[config.mk]
export PLATFORM = sky130hd
export DESIGN_NAME = pulse_train_gen
export DESIGN_NICKNAME = d
export VERILOG_FILES = /design/src/rtl/pulse_train_pkg.sv /design/src/rtl/dn_counter.sv /design/src/rtl/pulse_train_gen.sv
export SDC_FILE = /design/constraint.sdc
export NUM_CORES = 1
export LEC_CHECK = 0
export CAP_MARGIN = 20
export CORE_ASPECT_RATIO = 2
export CORE_UTILIZATION = 50
export DETAILED_ROUTE_END_ITERATION = 10
export PLACE_DENSITY = 0.77
export SLEW_MARGIN = 20
export SYNTH_ARGS = -nofsm -noshare
export SYNTH_HDL_FRONTEND = slang
export SYNTH_SLANG_ARGS = --single-unit
[constraint.sdc]
create_clock -name clk -period 3.7 [get_ports clk]
set_clock_uncertainty 0.2 [all_clocks]
set_input_delay 0.555 -clock clk [delete_from_list [all_inputs] [get_ports clk]]
set_output_delay 0.555 -clock clk [all_outputs]
set_load 0.01 [all_outputs]
[src/rtl/pulse_train_pkg.sv]
// Shared types and default widths for the pulse train generator.
package pulse_train_pkg;

    localparam int CNT_W_DEF = 16;
    localparam int REP_W_DEF = 8;

    typedef enum logic [2:0] {
        ST_IDLE,
        ST_LEAD,
        ST_HIGH,
        ST_LOW,
        ST_DONE
    } state_t;

endpackage

[src/rtl/dn_counter.sv]
// Loadable down-counter; tc flags the last cycle of a phase (count == 1).
module dn_counter #(
    parameter int W = 16
) (
    input  logic         clk,
    input  logic         rst,
    input  logic         load,
    input  logic [W-1:0] load_val,
    input  logic         en,
    output logic         tc
);

    localparam logic [W-1:0] ONE = W'(1);

    logic [W-1:0] count_reg;

    always_ff @(posedge clk) begin
        if (!rst) begin
            count_reg <= '0;
        end else if (load) begin
            count_reg <= load_val;
        end else if (en && (count_reg != '0)) begin
            count_reg <= count_reg - ONE;
        end
    end

    assign tc = (count_reg == ONE);

endmodule

[src/rtl/pulse_train_gen.sv]
// Pulse train generator: optional lead gap, then repeats x (high, low) periods.
module pulse_train_gen
    import pulse_train_pkg::*;
#(
    parameter int CNT_W = CNT_W_DEF,
    parameter int REP_W = REP_W_DEF
) (
    input  logic             clk,
    input  logic             rst,
    input  logic             start,
    input  logic             abort,
    input  logic [CNT_W-1:0] lead_len,
    input  logic [CNT_W-1:0] high_len,
    input  logic [CNT_W-1:0] low_len,
    input  logic [REP_W-1:0] repeats,
    output logic             d,
    output logic             busy,
    output logic             done,
    output logic             err
);

    localparam logic [REP_W-1:0] REP_ONE = REP_W'(1);

    state_t           state_reg, state_next;
    logic [CNT_W-1:0] high_cfg_reg, high_cfg_next;
    logic [CNT_W-1:0] low_cfg_reg, low_cfg_next;
    logic [REP_W-1:0] rep_reg, rep_next;
    logic             err_next;
    logic             d_reg, busy_reg, done_reg, err_reg;

    logic             cnt_load, cnt_en, cnt_tc;
    logic [CNT_W-1:0] cnt_load_val;
    logic             bad_cfg;

    dn_counter #(.W(CNT_W)) u_phase_cnt (
        .clk      (clk),
        .rst      (rst),
        .load     (cnt_load),
        .load_val (cnt_load_val),
        .en       (cnt_en),
        .tc       (cnt_tc)
    );

    assign bad_cfg = (high_len == '0) || (low_len == '0) || (repeats == '0);

    // The lead length is consumed at accept by loading it straight into the phase counter.
    always_comb begin
        state_next    = state_reg;
        high_cfg_next = high_cfg_reg;
        low_cfg_next  = low_cfg_reg;
        rep_next      = rep_reg;
        err_next      = 1'b0;
        cnt_load      = 1'b0;
        cnt_en        = 1'b0;
        cnt_load_val  = '0;
        case (state_reg)
            ST_IDLE: begin
                if (start && !abort) begin
                    if (bad_cfg) begin
                        err_next = 1'b1;
                    end else begin
                        high_cfg_next = high_len;
                        low_cfg_next  = low_len;
                        rep_next      = repeats;
                        cnt_load      = 1'b1;
                        if (lead_len != '0) begin
                            state_next   = ST_LEAD;
                            cnt_load_val = lead_len;
                        end else begin
                            state_next   = ST_HIGH;
                            cnt_load_val = high_len;
                        end
                    end
                end
            end
            ST_LEAD, ST_HIGH: begin
                if (abort) begin
                    state_next = ST_IDLE;
                end else if (cnt_tc) begin
                    cnt_load = 1'b1;
                    if (state_reg == ST_LEAD) begin
                        state_next   = ST_HIGH;
                        cnt_load_val = high_cfg_reg;
                    end else begin
                        state_next   = ST_LOW;
                        cnt_load_val = low_cfg_reg;
                    end
                end else begin
                    cnt_en = 1'b1;
                end
            end
            ST_LOW: begin
                if (abort) begin
                    state_next = ST_IDLE;
                end else if (cnt_tc) begin
                    if (rep_reg == REP_ONE) begin
                        state_next = ST_DONE;
                        rep_next   = '0;
                    end else begin
                        state_next   = ST_HIGH;
                        rep_next     = rep_reg - REP_ONE;
                        cnt_load     = 1'b1;
                        cnt_load_val = high_cfg_reg;
                    end
                end else begin
                    cnt_en = 1'b1;
                end
            end
            ST_DONE: begin
                state_next = ST_IDLE;
            end
            default: begin
                state_next = ST_IDLE;
            end
        endcase
    end

    // Outputs are decoded from the next state so they are registered and glitch-free.
    always_ff @(posedge clk) begin
        if (!rst) begin
            state_reg    <= ST_IDLE;
            high_cfg_reg <= '0;
            low_cfg_reg  <= '0;
            rep_reg      <= '0;
            d_reg        <= 1'b0;
            busy_reg     <= 1'b0;
            done_reg     <= 1'b0;
            err_reg      <= 1'b0;
        end else begin
            state_reg    <= state_next;
            high_cfg_reg <= high_cfg_next;
            low_cfg_reg  <= low_cfg_next;
            rep_reg      <= rep_next;
            d_reg        <= (state_next == ST_HIGH);
            busy_reg     <= (state_next == ST_LEAD) || (state_next == ST_HIGH) ||
                            (state_next == ST_LOW);
            done_reg     <= (state_next == ST_DONE);
            err_reg      <= err_next;
        end
    end

    assign d    = d_reg;
    assign busy = busy_reg;
    assign done = done_reg;
    assign err  = err_reg;

endmodule

Word-level counts from Yosys, hierarchy flattened
Cells that the tools add are included.

word-level totals
  memory bits (read-only) = 0
  input port bits = 60
  output and inout bits = 4
  word-level logic and storage cells = 85
  latch bits = 0
  register bits = 63
  memories = 0
  bits in writable memories = 0

cells by class
  divide/modulo/power cells = 0
  reduce and logical (&&, ||, !) cells = 20
  equal/unequal tests = 13
  mux-type cells = 40
  bitwise gates (word level) = 1
  shifts and indexed selects = 0
  multipliers = 0
  magnitude comparators = 0
  add/sub/neg operators = 2

operator list
  cell                                                                  count
  16-bit 2-to-1 mux                                                     11
  16-bit case mux with 3 select lines                                   1
  8-bit 2-to-1 mux                                                      5
  16-bit logical NOT                                                    2
  16-bit nonzero test                                                   2
  3-bit 2-to-1 mux                                                      7
  16-bit by 1-bit == test with 1-bit output, second input constant      1
  8-bit case mux with 2 select lines                                    1
  16-bit by 1-bit subtractor with 16-bit output, second input constant  1
  3-bit by 2-bit == test with 1-bit output, second input constant       4
  1-bit 2-to-1 mux                                                      12
  3-bit case mux with 3 select lines                                    1
  8-bit by 1-bit == test with 1-bit output, second input constant       1
  8-bit logical NOT                                                     1
  2-bit != test, second input constant                                  4
  8-bit by 1-bit subtractor with 8-bit output, second input constant    1
  3-bit by 1-bit == test with 1-bit output, second input constant       2
  3-bit AND reduction                                                   2
  5-bit AND reduction                                                   1
  1-bit logical OR                                                      4
  2-bit nonzero test                                                    2
  3-bit == test, second input constant                                  1
  3-bit logical NOT                                                     1
  1-bit case mux with 3 select lines                                    1
  other kinds (6)                                                       7

Longest topological paths before layout
Gate-level depths: netlist (run 1).

  word-level depth = 9
  mapped depth = 8

By module
From an unflattened synthesis (run 1), not the netlist that was laid out.

second synthesis, totals
  cell total of the unflattened synthesis = 418
  area, all modules = 3464.6 um2

by module, submodules not included
  module           times used  sequential area each (um2)  cells each  area each (um2)
  pulse_train_gen  1           940.9                       295         2481.1
  dn_counter       1           320.3                       123         983.4

Least setup slack after synthesis (run 1)
No wires, ideal clock.

  path type = register -> register
  start point = register u_phase_cnt.count_reg[8]
  end point = register u_phase_cnt.count_reg[8]
  arrival = 2505 ps
  cell stages (with the launch flop) = 9
  clock period less this slack = 2838 ps
  setup time = 132 ps
  setup slack = 862 ps
  required time = 3368 ps
  path buffers = 2
  path through = dfxtp_1 -> or4_4 -> or4_1 -> buf_2 -> or3_4 -> o31a_1 -> buf_6 -> a221oi_2 -> a21oi_1

between the ends
  word-level cells in the longest chain between the ends = 6

RTL lines
  element                                                                                                line              RTL
  start, declared                                                                                        dn_counter.sv:15  logic [W-1:0] count_reg;
  start signal, assigned                                                                                 dn_counter.sv:21  count_reg <= load_val;
  start signal, assigned                                                                                 dn_counter.sv:23  count_reg <= count_reg - ONE;
  parallel branches: the longest is 6 deep, another holds 16-bit by 1-bit subtractor with 16-bit output  -

Parallel ways; which one is timed is not known. The select of a mux whose other input is x is not followed.
A chain may end at the register's enable or synchronous reset.

Worst setup path in the final report (run 1)
  start point = register u_phase_cnt.count_reg[8]
  end point = register rep_reg[6]

between the ends
  word-level cells in the longest chain between the ends = 3

RTL lines
  element                                    line                    RTL
  16-bit by 1-bit == test with 1-bit output  dn_counter.sv:27        assign tc = (count_reg == ONE);
  2-bit != test (no line)                    -
  5-bit AND reduction (no line)              -
  end signal, assigned                       pulse_train_gen.sv:133  rep_reg <= rep_next;
  end, declared                              pulse_train_gen.sv:27   logic [REP_W-1:0] rep_reg, rep_next;

Every way passes these cells.

==> metrics.txt, run 1 <==
layout cells sized above 1=8.01%; DR vias=3393; CP max-delay cell=or4_4; outcome=completed; die area=7030 sq um; slowest stage delay, CP=0.58 ns; Final GP Congestion=0.945; EDFF count, synth=0; Gate power share=17.6%; RR Endpoint=rep_reg[6]; Setup-failing EPs final=0; Finished Cell Area=4360 sq um; cts repair resizes=0; WL per Instance=18.0 um; commonest cells after routing, fill and taps aside=dfxtp_1, clkdlybuf4s50_1, nor2_1, mux2i_1, a21oi_1; Area Overhead vs Synth=30.5%; reg2reg setup slack=0.60 ns; final count of hold timing violations=0; CTS Sinks=63; DP Wirelength=7.52 mm; Internal=1.41 mW; area post-placement=4060 sq um; Pins Over Slew Limit=0; Avg Synthesized Cell Area=8.41 sq um; Cell variety after synth=53; Multi-input gate area=1940 sq um; Final min period=3.10 ns; xor and xnor fraction of the mapped netlist area=2.36%; Antenna Nets Post-Route=0; Place WS=0.565 ns; Flop pwr share=39.1%; CTS Buf Count=9; R2R cell count=6; Synth Instances=397; initial antenna violation count=0; Finished Core Util=68.5%; Die Wd=59.8 um; Clock power frac=43.3%; Starting Density=52.5%; share of synthesized area spent on multiplexers=10.5%; worst path cell trace=or4_4 -> or4_1 -> or3_4 -> o21ai_1 -> mux2i_1 -> nor2_1; critical path peak fanout=8; Levels on crit path=6; slew margin rel.=39.6%; critical path launch point=u_phase_cnt.count_reg[8]; Peak supply drop=364 uV; min-delay worst type=reg2reg; routed wire length=9.88 mm; Seq cells post-synth=63; # rows=41; RSZ-0062 raised after global routing=no; global route overflow=0; CTS clk-pin slew, worst paths=0.05 ns; die height=118 um; Nets=522; Buf+Inv Stages, Crit Path=0; antenna fix cells=0; Max Cap Viol=0; fin crit share=83.9%; area of the mapped netlist=3340 sq um; syn nets=462; cell area power density=442 nW/um^2; deepest level of the CTS H-tree=3; worst slew pin tran=0.897 ns; Reg-to-Reg Start=u_phase_cnt.count_reg[8]; CORE AREA=6360 sq um; FILL cells=578; Worst setup EP type=flip-flop; Placed Cells=532; CP endpoint=rep_reg[6]; Synth Area in Adders=1.87%; main flop type after synthesis=dfxtp_1; sequential fraction of the synthesis area=37.8%; Synth async-reset ratio=0%; Critical Path RT=3.70 ns; clk_lat worst skew=0.33 ns; vias in the first global route=3363; CTS tree=yes; pin count of the biggest net entering global routing=54; hold_buf cts=0; deepest clock path buffer count=2; post-CTS setup buffers=0; Yosys Warn Count=0; Synth Area in Simple Gates=22.1%; register area=1260 sq um; port bufs=63; Psw=0.516 mW; highest clock rate=0.322 GHz; Worst Setup Path Type=reg2reg; combinational family with the most area after synthesis=simple AND/OR/NAND/NOR gates; CTS root buffer=clkbuf_16; first-pass GRT wire length=16.0 mm; final worst slack=0.597 ns; Vias/cell=6.19; Compound-Gate Fraction of Synth Area=21.4%; Global Route Usage Sum=30.5%; final std cells w/o fill=548; crit start category=flip-flop; Iteration-0 DRC Markers=221; number of I/O pins=64; drt first pass iters=5; switching fraction of total power=26.7%; Top Family by Delay on Critical Path=simple AND/OR/NAND/NOR gates; WP data arrival=3.10 ns; DRC=0; Setup TNS Final=0 ns; Lkg Pwr=1.77 nW
-- through the flow --
| stage | hold slack [ns] | power [mW] |
|---|---|---|
| 6_report | 0.293 | 1.93 |
| 5_1_grt | 0.316 | 2.00 |
| 4_1_cts | 0.292 | 1.93 |
| 3_5_place_dp | 0.281 | 1.10 |
| 3_3_place_gp | 0.275 | 1.09 |
| 2_1_floorplan | 0.232 | 0.961 |
-- Yosys cell counts (all sizes together), types with 3 or more instances --
| cell | instances | share of area, % |
|---|---|---|
| a211oi | 6 | 1.3 |
| a21oi | 34 | 5.1 |
| a221oi | 13 | 3.6 |
| and3 | 4 | 0.75 |
| buf | 6 | 1.0 |
| clkbuf | 17 | 1.9 |
| dfxtp | 63 | 38 |
| ha | 5 | 1.9 |
| inv | 9 | 1.0 |
| mux2i | 35 | 10 |
| nand2 | 21 | 2.4 |
| nand3 | 6 | 0.90 |
| nand4 | 4 | 0.75 |
| nor2 | 61 | 6.9 |
| nor3 | 11 | 1.6 |
| nor4 | 20 | 3.9 |
| o21a | 3 | 0.67 |
| o21ai | 15 | 2.2 |
| o22ai | 7 | 1.3 |
| o31a | 6 | 1.6 |
| o31ai | 4 | 1.0 |
| or2 | 4 | 0.75 |
| or3 | 6 | 1.3 |
| or4 | 4 | 1.0 |
| xnor2 | 8 | 2.1 |
-- worst min-delay path by stage --
stage                               from                        to  depth (start not counted)  slack [ns]
after global routing          rep_reg[5]                rep_reg[5]                          2        0.32
final                         rep_reg[5]                rep_reg[5]                          2        0.29
after global placement        rep_reg[5]                rep_reg[5]                          2        0.27
after detailed placement      rep_reg[5]                rep_reg[5]                          2        0.28
after CTS                 low_cfg_reg[8]  u_phase_cnt.count_reg[8]                          2        0.29
after floorplan           low_cfg_reg[8]  u_phase_cnt.count_reg[8]                          2        0.23
-- kinds of logic (layout without fill, tap and decap cells) --
logic type | count (synthesis) | after routing
XOR/XNOR | 9 | 9
adder cells (fa/ha/maj) | 5 | 5
buffers and inverters | 33 | 98
AND/OR/NAND/NOR | 148 | 148
flip-flops | 63 | 63
AO/OA/AOI/OAI | 104 | 104
multiplexers | 35 | 35
-- worst register-to-register path: stages, from the launching register on --
cell and delay [ns]:
dfxtp_1 0.34, or4_4 0.58, or4_1 0.58, or3_4 0.45
o21ai_1 0.51, mux2i_1 0.26, nor2_1 0.05
-- layer usage --
metal	part of all wire (%)	wire (um)	track usage, %
met5	0	0	0
met4	7.1	702	22.7
met3	4.4	439	6.26
met1	34	3350	29.4
met2	55	5390	53.1
-- power by group through the flow --
stage                     Sequential [mW]  Clock (mW)  Combinational [mW]
after floorplan                     0.753           0               0.208
after global placement              0.764           0               0.327
after detailed placement            0.766           0               0.334
after CTS                           0.752       0.843               0.338
after global routing                0.756       0.871               0.372
final                               0.753       0.835               0.340
-- layout make-up --
type	count	area share (%)
inverter	10	0.861
multi-input combinational	301	44.6
tap	86	2.47
clock inverter	6	1.38
timing repair buffer	72	16.3
clock buffer	10	5.48
sequential	63	28.9
Power figures use the tool's default switching activity.
==> run 2, diff against run 1 <==
--- a/config.mk
+++ b/config.mk
@@ -7,9 +7,9 @@
 export LEC_CHECK = 0
 export CAP_MARGIN = 20
 export CORE_ASPECT_RATIO = 2
-export CORE_UTILIZATION = 50
+export CORE_UTILIZATION = 47
 export DETAILED_ROUTE_END_ITERATION = 10
-export PLACE_DENSITY = 0.77
+export PLACE_DENSITY = 0.76
 export SLEW_MARGIN = 20
 export SYNTH_ARGS = -nofsm -noshare
 export SYNTH_HDL_FRONTEND = slang
==> constraint.sdc (replaced) <==
create_clock -name clk -period 2.8 [get_ports clk]
set_clock_uncertainty 0.2 [all_clocks]
set_input_delay 0.42 -clock clk [delete_from_list [all_inputs] [get_ports clk]]
set_output_delay 0.42 -clock clk [all_outputs]
set_load 0.01 [all_outputs]
==> run 2 against run 1 <==
Compared with the run above:
- register-to-register slack worse by 0.58 ns
- setup slack got worse by 0.58 ns
- sequential power grew 32%
- non-clock buffer count increased by 32
- via count is 2.7% higher
- critical path type unchanged
==> metrics.txt, run 2 (synthesized netlist as in run 1, its figures left out) <==
DP Wirelength=8.06 mm (was 7.52 mm); Starting Density=48.5% (was 52.5%); cell area power density=563 nW/um^2 (was 442 nW/um^2); Area Overhead vs Synth=40.2% (was 30.5%); switching fraction of total power=26.2% (was 26.7%); critical path peak fanout=4 (was 8); vias in the first global route=3460 (was 3363); Psw=0.690 mW (was 0.516 mW); Buf+Inv Stages, Crit Path=1 (was 0); worst slew pin tran=0.560 ns (was 0.897 ns); CORE AREA=6890 sq um (was 6360 sq um); Flop pwr share=37.7% (was 39.1%); most common cell after layout, fill and taps aside=clkdlybuf4s50_1; Vias/cell=5.98 (was 6.19); commonest cells after routing, fill and taps aside=clkdlybuf4s50_1, dfxtp_1, nor2_1, buf_4, mux2i_1 (was dfxtp_1, clkdlybuf4s50_1, nor2_1, mux2i_1, a21oi_1); Die Wd=61.6 um (was 59.8 um); WL per Instance=18.2 um (was 18.0 um); Clock power frac=41.9% (was 43.3%); CP max-delay cell=or4_4 (unchanged); DRC=0 (unchanged); die area=7470 sq um (was 7030 sq um); Iteration-0 DRC Markers=217 (was 221); global route overflow=0 (unchanged); die height=121 um (was 118 um); RSZ-0062 raised after global routing=yes (was no); min-delay worst type=reg2reg (unchanged); Antenna Nets Post-Route=0 (unchanged); Gate power share=20.4% (was 17.6%); outcome=completed (unchanged); Internal=1.95 mW (was 1.41 mW); critical path launch point=u_phase_cnt.count_reg[11] (was u_phase_cnt.count_reg[8]); worst path cell trace=or4_4 -> or4_4 -> or3_4 -> o31a_1 -> buf_6 -> a221oi_4 -> a21oi_2 (was or4_4 -> or4_1 -> or3_4 -> o21ai_1 -> mux2i_1 -> nor2_1); CTS clk-pin slew, worst paths=0.05 ns (about the same); DR vias=3485 (was 3393); WP data arrival=2.77 ns (was 3.10 ns); Worst setup EP type=flip-flop (unchanged); deepest clock path buffer count=2 (unchanged); crit-path most repeated cell=or4_4; antenna fix cells=0 (unchanged); minimum hold slack=0.300 ns (was 0.293 ns); pin count of the biggest net entering global routing=54 (unchanged); routed wire length=10.6 mm (was 9.88 mm); clk_lat worst skew=0.33 ns (about the same); final count of hold timing violations=0 (unchanged); Finished Cell Area=4680 sq um (was 4360 sq um); Nets=554 (was 522); Setup-failing EPs final=0 (unchanged); crit start category=flip-flop (unchanged); hold_buf cts=0 (unchanged); area post-placement=4310 sq um (was 4060 sq um); fin crit share=99.3% (was 83.9%); Critical Path RT=2.79 ns (was 3.70 ns); drt first pass iters=5 (unchanged); Pins Over Slew Limit=0 (unchanged); Worst Setup Path Type=reg2reg (unchanged); port bufs=63 (unchanged); Final min period=2.78 ns (was 3.10 ns); layout cells sized above 1=15.4% (was 8.01%); Peak supply drop=450 uV (was 364 uV); min-delay src=high_cfg_reg[12] (was rep_reg[5]); number of I/O pins=64 (unchanged); CTS root buffer=clkbuf_16 (unchanged); CTS tree=yes (unchanged); highest clock rate=0.360 GHz (was 0.322 GHz); CTS Sinks=63 (unchanged); Reg-to-Reg Start=u_phase_cnt.count_reg[11] (was u_phase_cnt.count_reg[8]); Top Family by Delay on Critical Path=simple AND/OR/NAND/NOR gates (unchanged); deepest level of the CTS H-tree=3 (unchanged); first-pass GRT wire length=16.5 mm (was 16.0 mm); slew margin rel.=62.7% (was 39.6%); Lkg Pwr=1.94 nW (was 1.77 nW); initial antenna violation count=0 (unchanged); CTS Buf Count=9 (unchanged); Max Cap Viol=0 (unchanged); Global Route Usage Sum=30.6% (was 30.5%); Pwr Total=2.64 mW (was 1.93 mW); Final GP Congestion=0.923 (was 0.945); slowest stage delay, CP=0.53 ns (was 0.58 ns); # rows=43 (was 41)
==> run 2: cell count changes in the layout (fill, tap and decap cells not counted), sizes merged <==
cell	change
clkbuf	+2
buf	+32
clkinvlp	-1
clkinv	-2
==> run 2: final timing paths <==
path,slack [ns],end,cells after the start
worst min-delay path,0.30,high_cfg_reg[12],2
worst min register to register,0.30,high_cfg_reg[12],2
worst max-delay path,0.02,u_phase_cnt.count_reg[8],7
worst max register to register,0.02,u_phase_cnt.count_reg[8],7
==> run 2: final cells by class <==
class | instances | area (sq um)
fillers | 613 | 2200
clock buffers | 12 | 256
repair buffers | 104 | 962
multi-input cells | 301 | 2010
flip-flops and latches | 63 | 1260
inverters | 10 | 37.5
clock inverters | 3 | 42.5
well taps | 90 | 113
==> run 2: per-layer routing <==
metal / GRT usage [%] / part of all wire, % / vias up
li1: - / - / 1669
met1: 29.3 / 35 / 1647
met2: 54.4 / 55 / 135
met3: 6.29 / 4.1 / 34
met4: 20.7 / 5.6 / 0
met5: 0 / 0 / -
==> run 2: repair_timing <==
item / 4_1_cts / 5_1_grt
setup endpoints to repair: 3 / 13
gates resized for setup: 2 / 11
pin swaps: 1 / 3
setup buffers: 0 / 1
==> run 2: through the flow <==
step | worst slack [ns] | TNS [ns] | utilization (%) | cells
after CTS | 0.00245 | 0 | 67.0 | 582
after global routing | -0.0721 | -0.200 | 68.0 | 583
after detailed placement | -0.111 | -0.661 | 62.5 | 567
final | 0.0196 | 0 | 68.0 | 583
after floorplan | -0.0252 | -0.0252 | - | 397
after global placement | -0.0972 | -0.601 | 62.5 | 567
==> run 2: power by group through the flow <==
stage,combinational (mW),clock (mW),sequential (mW)
floorplan,0.287,0,0.996
global placement,0.502,0,1.01
detailed placement,0.510,0,1.01
CTS,0.517,1.12,0.992
global route,0.578,1.15,0.997
finish,0.537,1.11,0.994
==> run 2: worst register-to-register path: cells and delay by family, from the launching register on <==
family | cells | cell delay (ns)
and+or+nand+nor | 3 | 1.33
AOI/OAI and AO/OA | 3 | 0.65
DFF | 1 | 0.32
buffers and inverters | 1 | 0.15
==> run 3, diff against run 2 <==
--- a/config.mk
+++ b/config.mk
@@ -10,7 +10,7 @@
 export CORE_UTILIZATION = 47
 export DETAILED_ROUTE_END_ITERATION = 10
 export PLACE_DENSITY = 0.76
-export SLEW_MARGIN = 20
 export SYNTH_ARGS = -nofsm -noshare
 export SYNTH_HDL_FRONTEND = slang
+export SYNTH_HIERARCHICAL = 1
 export SYNTH_SLANG_ARGS = --single-unit
==> run 3 against run 2 <==
Compared with the run above:
- the run now ends with negative setup slack left
- area after synthesis is 3.7% higher
- maximum frequency is 0.87% lower
- sequential power is essentially flat
- combinational power is 4% higher
- first-iteration DRC count up 39%
- die area increased by 3.6%
- total power is 5.1% higher
- routed wire length up 6.4%
- clock power rose by 9.9%
- non-clock buffer count up 30
==> metrics.txt, run 3 <==
outcome=finished, violations left (was completed); failing checks=negative setup slack; syn nets=482 (was 462); fin crit share=100% (was 99.3%); Critical Path RT=2.85 ns (was 2.79 ns); Internal=2.06 mW (was 1.95 mW); Pins Over Slew Limit=0 (unchanged); Synth top cells by count=dfxtp_1, nor2_1, mux2i_1 (unchanged); Setup TNS Final=-0.00487 ns (was 0 ns); Pwr Total=2.77 mW (was 2.64 mW); Seq cells post-synth=63 (unchanged); slew margin rel.=61.7% (was 62.7%); Avg Synthesized Cell Area=8.29 sq um (was 8.41 sq um); cell area power density=536 nW/um^2 (was 563 nW/um^2); Vias/cell=6.24 (was 5.98); Multi-input gate area=2180 sq um (was 2010 sq um); Lkg Pwr=2.14 nW (was 1.94 nW); Area Overhead vs Synth=49.4% (was 40.2%); CTS Sinks=63 (unchanged); deepest level of the CTS H-tree=3 (unchanged); Synth Instances=418 (was 397); WP data arrival=2.86 ns (was 2.77 ns); number of I/O pins=64 (unchanged); Finished Core Util=71.8% (was 68.0%); clk_lat worst skew=0.33 ns (about the same); final std cells w/o fill=637 (was 583); Gate power share=20.1% (was 20.4%); CTS root buffer=clkbuf_16 (unchanged); Yosys Warn Count=6 (was 0); minimum hold slack=0.296 ns (was 0.300 ns); Synth area leaders=dfxtp_1, mux2i_1, nor2_1, a21oi_1, nor4_1 (unchanged); Peak supply drop=473 uV (was 450 uV); switching fraction of total power=25.7% (was 26.2%); met1 Resource Use GR=26.9% (was 29.3%); first-pass GRT wire length=18.1 mm (was 16.5 mm); Psw=0.711 mW (was 0.690 mW); pin count of the biggest net entering global routing=39 (was 54); final count of hold timing violations=0 (unchanged); initial antenna violation count=0 (unchanged); Placed Cells=617 (was 567); Die Wd=62.7 um (was 61.6 um); most common cell after layout, fill and taps aside=buf_4 (was clkdlybuf4s50_1); Flop pwr share=35.8% (was 37.7%); critical path peak fanout=4 (unchanged); Synth top area share=36.4% (was 37.8%); CORE AREA=7210 sq um (was 6890 sq um); gr busiest metal=met2 (unchanged); DRC=0 (unchanged); Nets=604 (was 554); Global Route Usage Sum=30.3% (was 30.6%); Cell variety after synth=57 (was 53); antenna fix cells=0 (unchanged); highest clock rate=0.357 GHz (was 0.360 GHz); Worst setup EP type=flip-flop (unchanged); die height=123 um (was 121 um); Iteration-0 DRC Markers=301 (was 217); Final GP Congestion=0.943 (was 0.923); area of the mapped netlist=3460 sq um (was 3340 sq um); commonest cells after routing, fill and taps aside=buf_4, clkdlybuf4s50_1, dfxtp_1, nor2_1, mux2i_1 (was clkdlybuf4s50_1, dfxtp_1, nor2_1, buf_4, mux2i_1); DP Wirelength=8.28 mm (was 8.06 mm); area post-placement=4740 sq um (was 4310 sq um); Starting Density=48.0% (was 48.5%); Worst Setup Path Type=reg2reg (unchanged); Clock power frac=44.2% (was 41.9%); CTS tree=yes (unchanged); Antenna Nets Post-Route=0 (unchanged); drt first pass iters=6 (was 5); port bufs=63 (unchanged); met2 Use GR=57.9% (was 54.4%); FILL cells=527 (was 613); DR vias=3977 (was 3485); register area=1280 sq um (was 1260 sq um); routed wire length=11.3 mm (was 10.6 mm); worst slew pin tran=0.560 ns (about the same); sequential fraction of the synthesis area=36.4% (was 37.8%); WL per Instance=17.7 um (was 18.2 um); Synth async-reset ratio=0% (unchanged); final worst slack=-0.00487 ns (was 0.0196 ns); Synth area leader=dfxtp_1 (unchanged); met3 Usage GRT=6.00% (was 6.29%); CTS clk-pin slew, worst paths=0.05 ns (about the same); vias in the first global route=4034 (was 3460); RSZ-0062 raised after global routing=yes (unchanged); Max Cap Viol=0 (unchanged); global route overflow=0 (unchanged); min-delay worst type=reg2reg (unchanged); CTS Buf Count=9 (unchanged); main flop type after synthesis=dfxtp_1 (unchanged); layout cells sized above 1=22.6% (was 15.4%); deepest clock path buffer count=2 (unchanged); crit start category=flip-flop (unchanged); Finished Cell Area=5170 sq um (was 4680 sq um); die area=7740 sq um (was 7470 sq um); Final min period=2.80 ns (was 2.78 ns); # rows=44 (was 43); EDFF count, synth=0 (unchanged); Place WS=-0.358 ns (was -0.111 ns); most common cell in the netlist=dfxtp_1 (unchanged); Setup-failing EPs final=1 (was 0)
## run 3: worst paths after layout
check / start / end / slack, ns / cells after the start
worst min register to register: low_cfg_reg[8] / low_cfg_reg[8] / 0.30 / 2
worst max-delay path: u_phase_cnt/count_reg[7] / u_phase_cnt/count_reg[14] / -0.005 / 8
worst max register to register: u_phase_cnt/count_reg[7] / u_phase_cnt/count_reg[14] / -0.005 / 8
worst min-delay path: low_cfg_reg[8] / low_cfg_reg[8] / 0.30 / 2
## run 3: critical path, stage by stage (launching register included)
cell and delay, ns:
dfxtp_4 0.38, nor4_4 0.05, and3_4 0.18, and3_4 0.15
nor4_4 0.18, or4bb_4 0.49, or4b_4 0.55, or4_4 0.42
a31oi_1 0.13
## run 3: per-layer routing
metal | vias to the layer above | wire length, um
li1 | 1836 | -
met1 | 1873 | 3730
met2 | 202 | 6220
met3 | 66 | 627
met4 | 0 | 729
met5 | - | 0
## run 3: cells by family after synthesis
kind of cell    count (synthesis)  synth area share (%)
simple gates                  149                  23.5
compound gates                129                  23.9
flops                          63                  36.4
buf+inv                        36                  4.12
mux                            35                  10.1
fa+ha+maj                       4                  1.44
xor+xnor                        2                 0.506
## run 3: what timing repair did
action / in CTS / in global routing
gates cloned: 1 / 0
resized for setup: 7 / 14
setup endpoints to repair: 4 / 16
hold buffers: 0 / 0
pin swaps: 4 / 3
buffers inserted: 3 / 0
## run 3: power groups by stage
stage | clock [mW] | sequential [mW] | combinational (mW)
6_report | 1.22 | 0.991 | 0.556
2_1_floorplan | 0 | 1.00 | 0.255
4_1_cts | 1.23 | 0.988 | 0.534
3_3_place_gp | 0 | 1.00 | 0.507
5_1_grt | 1.27 | 0.995 | 0.592
3_5_place_dp | 0 | 1.00 | 0.520
## run 3: area by class of cell
| cell class | instances | area share [%] |
|---|---|---|
| multi-input combinational | 319 | 42.1 |
| sequential | 63 | 24.8 |
| inverter | 13 | 0.943 |
| clock inverter | 5 | 1.55 |
| timing repair buffer | 134 | 23.5 |
| clock buffer | 11 | 4.88 |
| tap | 92 | 2.22 |
==> variant 1 (settings of run 2) <==
The 5 states of `state_t` get a Gray code encoding in 3 bits.
--- a/src/rtl/pulse_train_pkg.sv
+++ b/src/rtl/pulse_train_pkg.sv
@@ -5,11 +5,11 @@
     localparam int REP_W_DEF = 8;
 
     typedef enum logic [2:0] {
-        ST_IDLE,
-        ST_LEAD,
-        ST_HIGH,
-        ST_LOW,
-        ST_DONE
+        ST_IDLE = 3'b000,
+        ST_LEAD = 3'b001,
+        ST_HIGH = 3'b011,
+        ST_LOW  = 3'b010,
+        ST_DONE = 3'b110
     } state_t;
 
 endpackage
Formal check against the unedited RTL: same outputs for any inputs over 10 cycles, from zero or initial values and one cycle with rst low; not proved beyond that.
==> variant 1 against run 2 <==
  * Area after synthesis up 3.2%
  * Total power down 3.9%
  * Sequential cell count unchanged
  * Non-clock buffer count down 4
  * Synthesized cell count up 14%
  * Worst setup slack better by 0.15 ns
  * Global-route usage down 0.43 points
  * Final area up 0.19%
  * Wire length up 3.8%
  * Critical path type unchanged
==> variant 1: results (changes against run 2) <==
Setup path:
- The most critical setup path has its endpoint at u_phase_cnt.count_reg[9].
- The flop-to-flop setup slack is 0.17 ns (+0.15 ns).
- The critical path startpoint category is a flop.
- The cell count of the worst reg-to-reg path is 8 (+1).
- The worst path arrival time came to 2.65 ns (-0.12 ns).
- The worst register-to-register path begins at u_phase_cnt.count_reg[1].
- The highest fanout seen on the critical path is 10 (+6).

Final layout:
- The fraction of final layout cells with drive strength greater than 1 is 11.79% (-3.6 points).
- The total number of nets in the final design is 603 (+8.8%).
- The filler cell count is 605 (-1.3%).
- The count of inserted antenna diode cells is 0 (unchanged).

Clocking:
- The buffer depth of the longest clock path is 2 (unchanged).
- The clock transition at the register clock pins on the worst setup and hold paths after CTS is 0.05 ns (about the same).
- The total clock buffers created by CTS came to 9 (unchanged).
- The latest clock arrival within the worst-skew pair is 0.33 ns (about the same).

Pwr:
- The leakage power is 1.669 nW (-14%).
- The switching fraction of total power is 26.82% (+0.65 points).
- The worst-case vdd ir drop was 0.0004891 V (+8.6%).

STA:
- The post-route worst hold slack is 0.2533 ns (-0.04657 ns).
- The headroom to the max-slew limit came to 50.73% (-12 points).

Synthesis:
- The share of async-settable or async-resettable flops after synthesis is 0% (unchanged).
- After synthesis, the cell types taking the most area are dfxtp_1, a21oi_1, nand2_1.
- The number of unique standard cell types used by synthesis was 56 (+5.7%).
- The number of warnings printed during yosys synthesis came to 0 (unchanged).
- In the synthesized netlist, the cells that appear most often are nand2_1, a21oi_1, dfxtp_1.
- The post-synth net total came to 519 (+12%).
- The share of the yosys chip area belonging to registers came to 36.57% (-1.2 points).

GRT:
- The met2 routing resource usage after global routing is 56.05% (+1.6 points).
- The global-route wire length before repair came to 17720 um (+7.4%).
- The all-layer global routing usage was 30.17% (-0.43 points).
- The met3 track utilization from global routing is 5.904% (-0.39 points).
- The global-route met1 utilization is 28.51% (-0.82 points).
- The pin count of the biggest net entering global routing is 52 (-3.7%).
- The via count of the first global-routing pass came to 3812 (+10%).

Run:
- The number of max-cap violations came to 0 (unchanged).

Detailed routing:
- The detailed-route vias per instance is 6.035 (+0.95%).
- The post-route antenna net violation count is 0 (unchanged).
- The total wire length is 11030 um (+3.8%).
- The number of violations reported at the end of detailed-routing iteration 0 was 163 (-25%).

Min path:
- The critical hold path startpoint is high_cfg_reg[8].
- The endpoint of the worst hold path is high_cfg_reg[8].

Place:
- The final HPWL from detailed placement is 8452 um (+4.9%).
- The placed instance area was 4397 sq um (+2.1%).
- The weighted congestion at the end of routability-driven global placement is 0.8768 (-5.0%).

Run status:
- The run finished with clean final reports.
## variant 1: metal layers
layer / routed length [um] / vias to the layer above
met2: 5953 / 143
li1: - / 1845
met1: 3905 / 1785
met4: 680 / 0
met5: 0 / -
met3: 488 / 47
## variant 1: layout make-up
cell class	instances	area [sq um]	share of cell area, %
sequential	63	1261	26.88
clock buffer	10	229.0	4.880
clock inverter	6	61.31	1.307
tap	90	112.6	2.400
multi-input combinational	352	2037	43.41
inverter	12	45.04	0.9600
timing repair buffer	100	945.9	20.16
## variant 1: repair_timing
| item | CTS | global route |
|---|---|---|
| resized for setup | 0 | 1 |
| endpoints found under the hold margin | 0 | 0 |
| endpoints found under the setup margin | 0 | 2 |
## variant 1: power by group through the flow
stage          clock network (mW)  registers (mW)  logic [mW]
6_report                     1.07           0.988       0.478
3_5_place_dp                    0            1.00       0.470
2_1_floorplan                   0           0.994       0.257
4_1_cts                      1.08           0.986       0.473
3_3_place_gp                    0            1.00       0.460
5_1_grt                      1.13           0.993       0.519
## variant 1: critical path, cell delays in order (launching register included)
cell	delay [ns]
dfxtp_1	0.33
inv_1	0.12
ha_1	0.20
nor4b_1	0.37
nand4_2	0.17
or2_0	0.33
o21ai_4	0.36
nor3_2	0.10
a2111oi_2	0.33
## variant 1: cells by family (layout without fill, tap and decap cells)
logic type,after synthesis,in the layout,synth area share [%]
buf+inv,39,128,4.499
compound gates,162,162,30.41
simple gates,181,181,25.65
mux,1,1,0.2903
flops,63,63,36.57
fa+ha+maj,5,5,1.814
xor+xnor,3,3,0.7621
## variant 1: through the flow
stage / worst slack (ns) / instances
global placement: 0.04669 / 617
CTS: 0.1603 / 633
floorplan: 0.4108 / 454
global route: 0.07175 / 633
detailed placement: -0.01458 / 617
finish: 0.1691 / 633
==> variant 2 (config.mk and constraints of run 2) <==
Without the edit above. Set the package constant `REP_W_DEF` to 12 (it was 8).
--- a/src/rtl/pulse_train_pkg.sv
+++ b/src/rtl/pulse_train_pkg.sv
@@ -2,7 +2,7 @@
 package pulse_train_pkg;
 
     localparam int CNT_W_DEF = 16;
-    localparam int REP_W_DEF = 8;
+    localparam int REP_W_DEF = 12;
 
     typedef enum logic [2:0] {
         ST_IDLE,
Ports: changed (resized repeats); port bits go from 64 to 68. No check against the original RTL was run, so the function may have changed too.
==> variant 2 against run 2 <==
  * Synthesized cell count is 10% higher
  * Worst setup slack better by 0.16 ns
  * Area after synthesis is 11% higher
  * Sequential cell count is 4 higher
  * Final area is 6.4% higher
  * Total power hardly changed
  * Via count is 9.9% higher
  * Wire length is 5.3% higher
  * Critical endpoint is now u_phase_cnt.count_reg[13]
  * Largest cell class unchanged
==> variant 2: results (changes against run 2) <==
STA:
- The hold violation total from the final report came to 0 (unchanged).
- The transition time at the pin with the least slew margin is 0.6370 ns (+0.07681 ns).

GRT:
- The all-layer global routing usage is 29.56% (-1.0 points).
- The pin count of the biggest net entering global routing was 31 (-43%).
- The global-route wire length before repair came to 18510 um (+12%).
- The via count of the first global-routing pass is 3903 (+13%).
- The initial antenna violation count is 0 (unchanged).

Final layout:
- The filler cell count is 676 (+10%).
- The total number of nets in the final design is 604 (+9.0%).
- The fraction of final layout cells with drive strength greater than 1 came to 14.10% (-1.3 points).
- The count of inserted antenna diode cells is 0 (unchanged).

Clocking:
- The buffer type at the clock tree root is clkbuf_16.
- The post-CTS repair timing setup buffer count is 0 (unchanged).
- The buffer depth of the longest clock path was 2 (unchanged).
- The number of levels the H-tree was split into was 3 (unchanged).
- The latest clock arrival within the worst-skew pair is 0.33 ns (about the same).
- The total clock buffers created by CTS is 9 (unchanged).

Detailed routing:
- The detailed-route vias per instance is 6.051 (+1.2%).
- The total wire length is 11180 um (+5.3%).
- The number of detailed-routing iterations run before antenna repair is 5 (unchanged).
- The number of violations reported at the end of detailed-routing iteration 0 is 185 (-15%).

Synthesis:
- After synthesis, the cell types taking the most area are dfxtp_1, mux2i_1, nor2_1.
- The number of unique standard cell types used by synthesis is 61 (+15%).
- The number of warnings printed during yosys synthesis is 0 (unchanged).
- After synthesis, the most frequently instantiated cells are dfxtp_1, nor2_1, nand2_1.
- The share of the yosys chip area belonging to registers is 36.01% (-1.7 points).
- The post-synth net total is 507 (+9.7%).

Pwr:
- The worst-case vdd ir drop was 0.0004239 V (-5.9%).
- The leakage power came to 2.057 nW (+6.2%).

Setup path:
- The highest fanout seen on the critical path is 9 (+5).
- The worst path arrival time was 2.63 ns (-0.14 ns).

Place:
- The worst-case setup slack after placement came to -0.1737 ns (-0.06262 ns).
- The weighted congestion at the end of routability-driven global placement was 0.8924 (-3.4%).
- The number of buffers inserted by port buffering is 67 (+6.3%).
- The final HPWL from detailed placement is 8732 um (+8.3%).

Run status:
- The run finished with clean final reports.
variant 2: final timing paths:
| check | startpoint | endpoint | slack, ns | cells past startpoint |
|---|---|---|---|---|
| setup reg to reg | u_phase_cnt.count_reg[1] | u_phase_cnt.count_reg[2] | 0.20 | 9 |
| hold reg to reg | low_cfg_reg[1] | u_phase_cnt.count_reg[1] | 0.28 | 2 |
| hold / removal | low_cfg_reg[1] | u_phase_cnt.count_reg[1] | 0.28 | 2 |
| setup / recovery | high_len[7] | u_phase_cnt.count_reg[13] | 0.18 | 10 |
variant 2: layer usage:
metal / track usage [%] / vias up / wire length [um]
met5: 0 / - / 0
met4: 20.92 / 0 / 673
met3: 6.317 / 46 / 479
met2: 55.09 / 152 / 6241
met1: 27.11 / 1800 / 3790
li1: - / 1832 / -
variant 2: critical path, stage by stage:
cell	delay, ns
clkdlybuf4s50_1	0.45
nor4_1	0.40
buf_4	0.19
nand4_1	0.12
nand4_1	0.20
buf_4	0.19
buf_4	0.21
nor2_1	0.07
o31ai_1	0.30
a21oi_1	0.08
variant 2: timing repair:
item / in CTS / in global routing
endpoints found under the hold margin: 0 / 0
resized for setup: 0 / 1
endpoints found under the setup margin: 0 / 3
variant 2: report_power, final:
group          switching [mW]  total [mW]  internal [mW]
Clock                   0.385        1.07          0.681
Sequential             0.0529        1.06           1.01
Combinational           0.256       0.510          0.253
variant 2: cell type report:
class | count | area (sq um) | share of cell area, %
tap | 94 | 117.6 | 2.361
multi-input combinational | 341 | 2235 | 44.85
inverter | 7 | 26.28 | 0.5274
clock buffer | 12 | 236.5 | 4.746
timing repair buffer | 109 | 985.9 | 19.79
clock inverter | 3 | 40.04 | 0.8036
sequential | 67 | 1341 | 26.92
variant 2: kinds of logic (layout without fill, tap and decap cells):
family          Yosys count  in the layout  synth area share, %
simple gates            179            179                24.86
compound gates          115            115                22.44
flops                    67             67                36.01
mux                      32             32                8.599
buf+inv                  30            131                4.064
xor+xnor                 10             10                2.351
fa+ha+maj                 5              5                1.680
variant 2: stage by stage:
stage	std cells	total power [mW]	utilization, %	hold slack (ns)	area [sq um]
2_1_floorplan	438	1.351	-	0.2573	3725
3_3_place_gp	618	1.567	61.42	0.2742	4703
3_5_place_dp	618	1.581	61.42	0.2843	4703
4_1_cts	633	2.652	65.03	0.2876	4980
5_1_grt	633	2.757	65.07	0.3143	4982
6_report	633	2.637	65.07	0.2846	4982
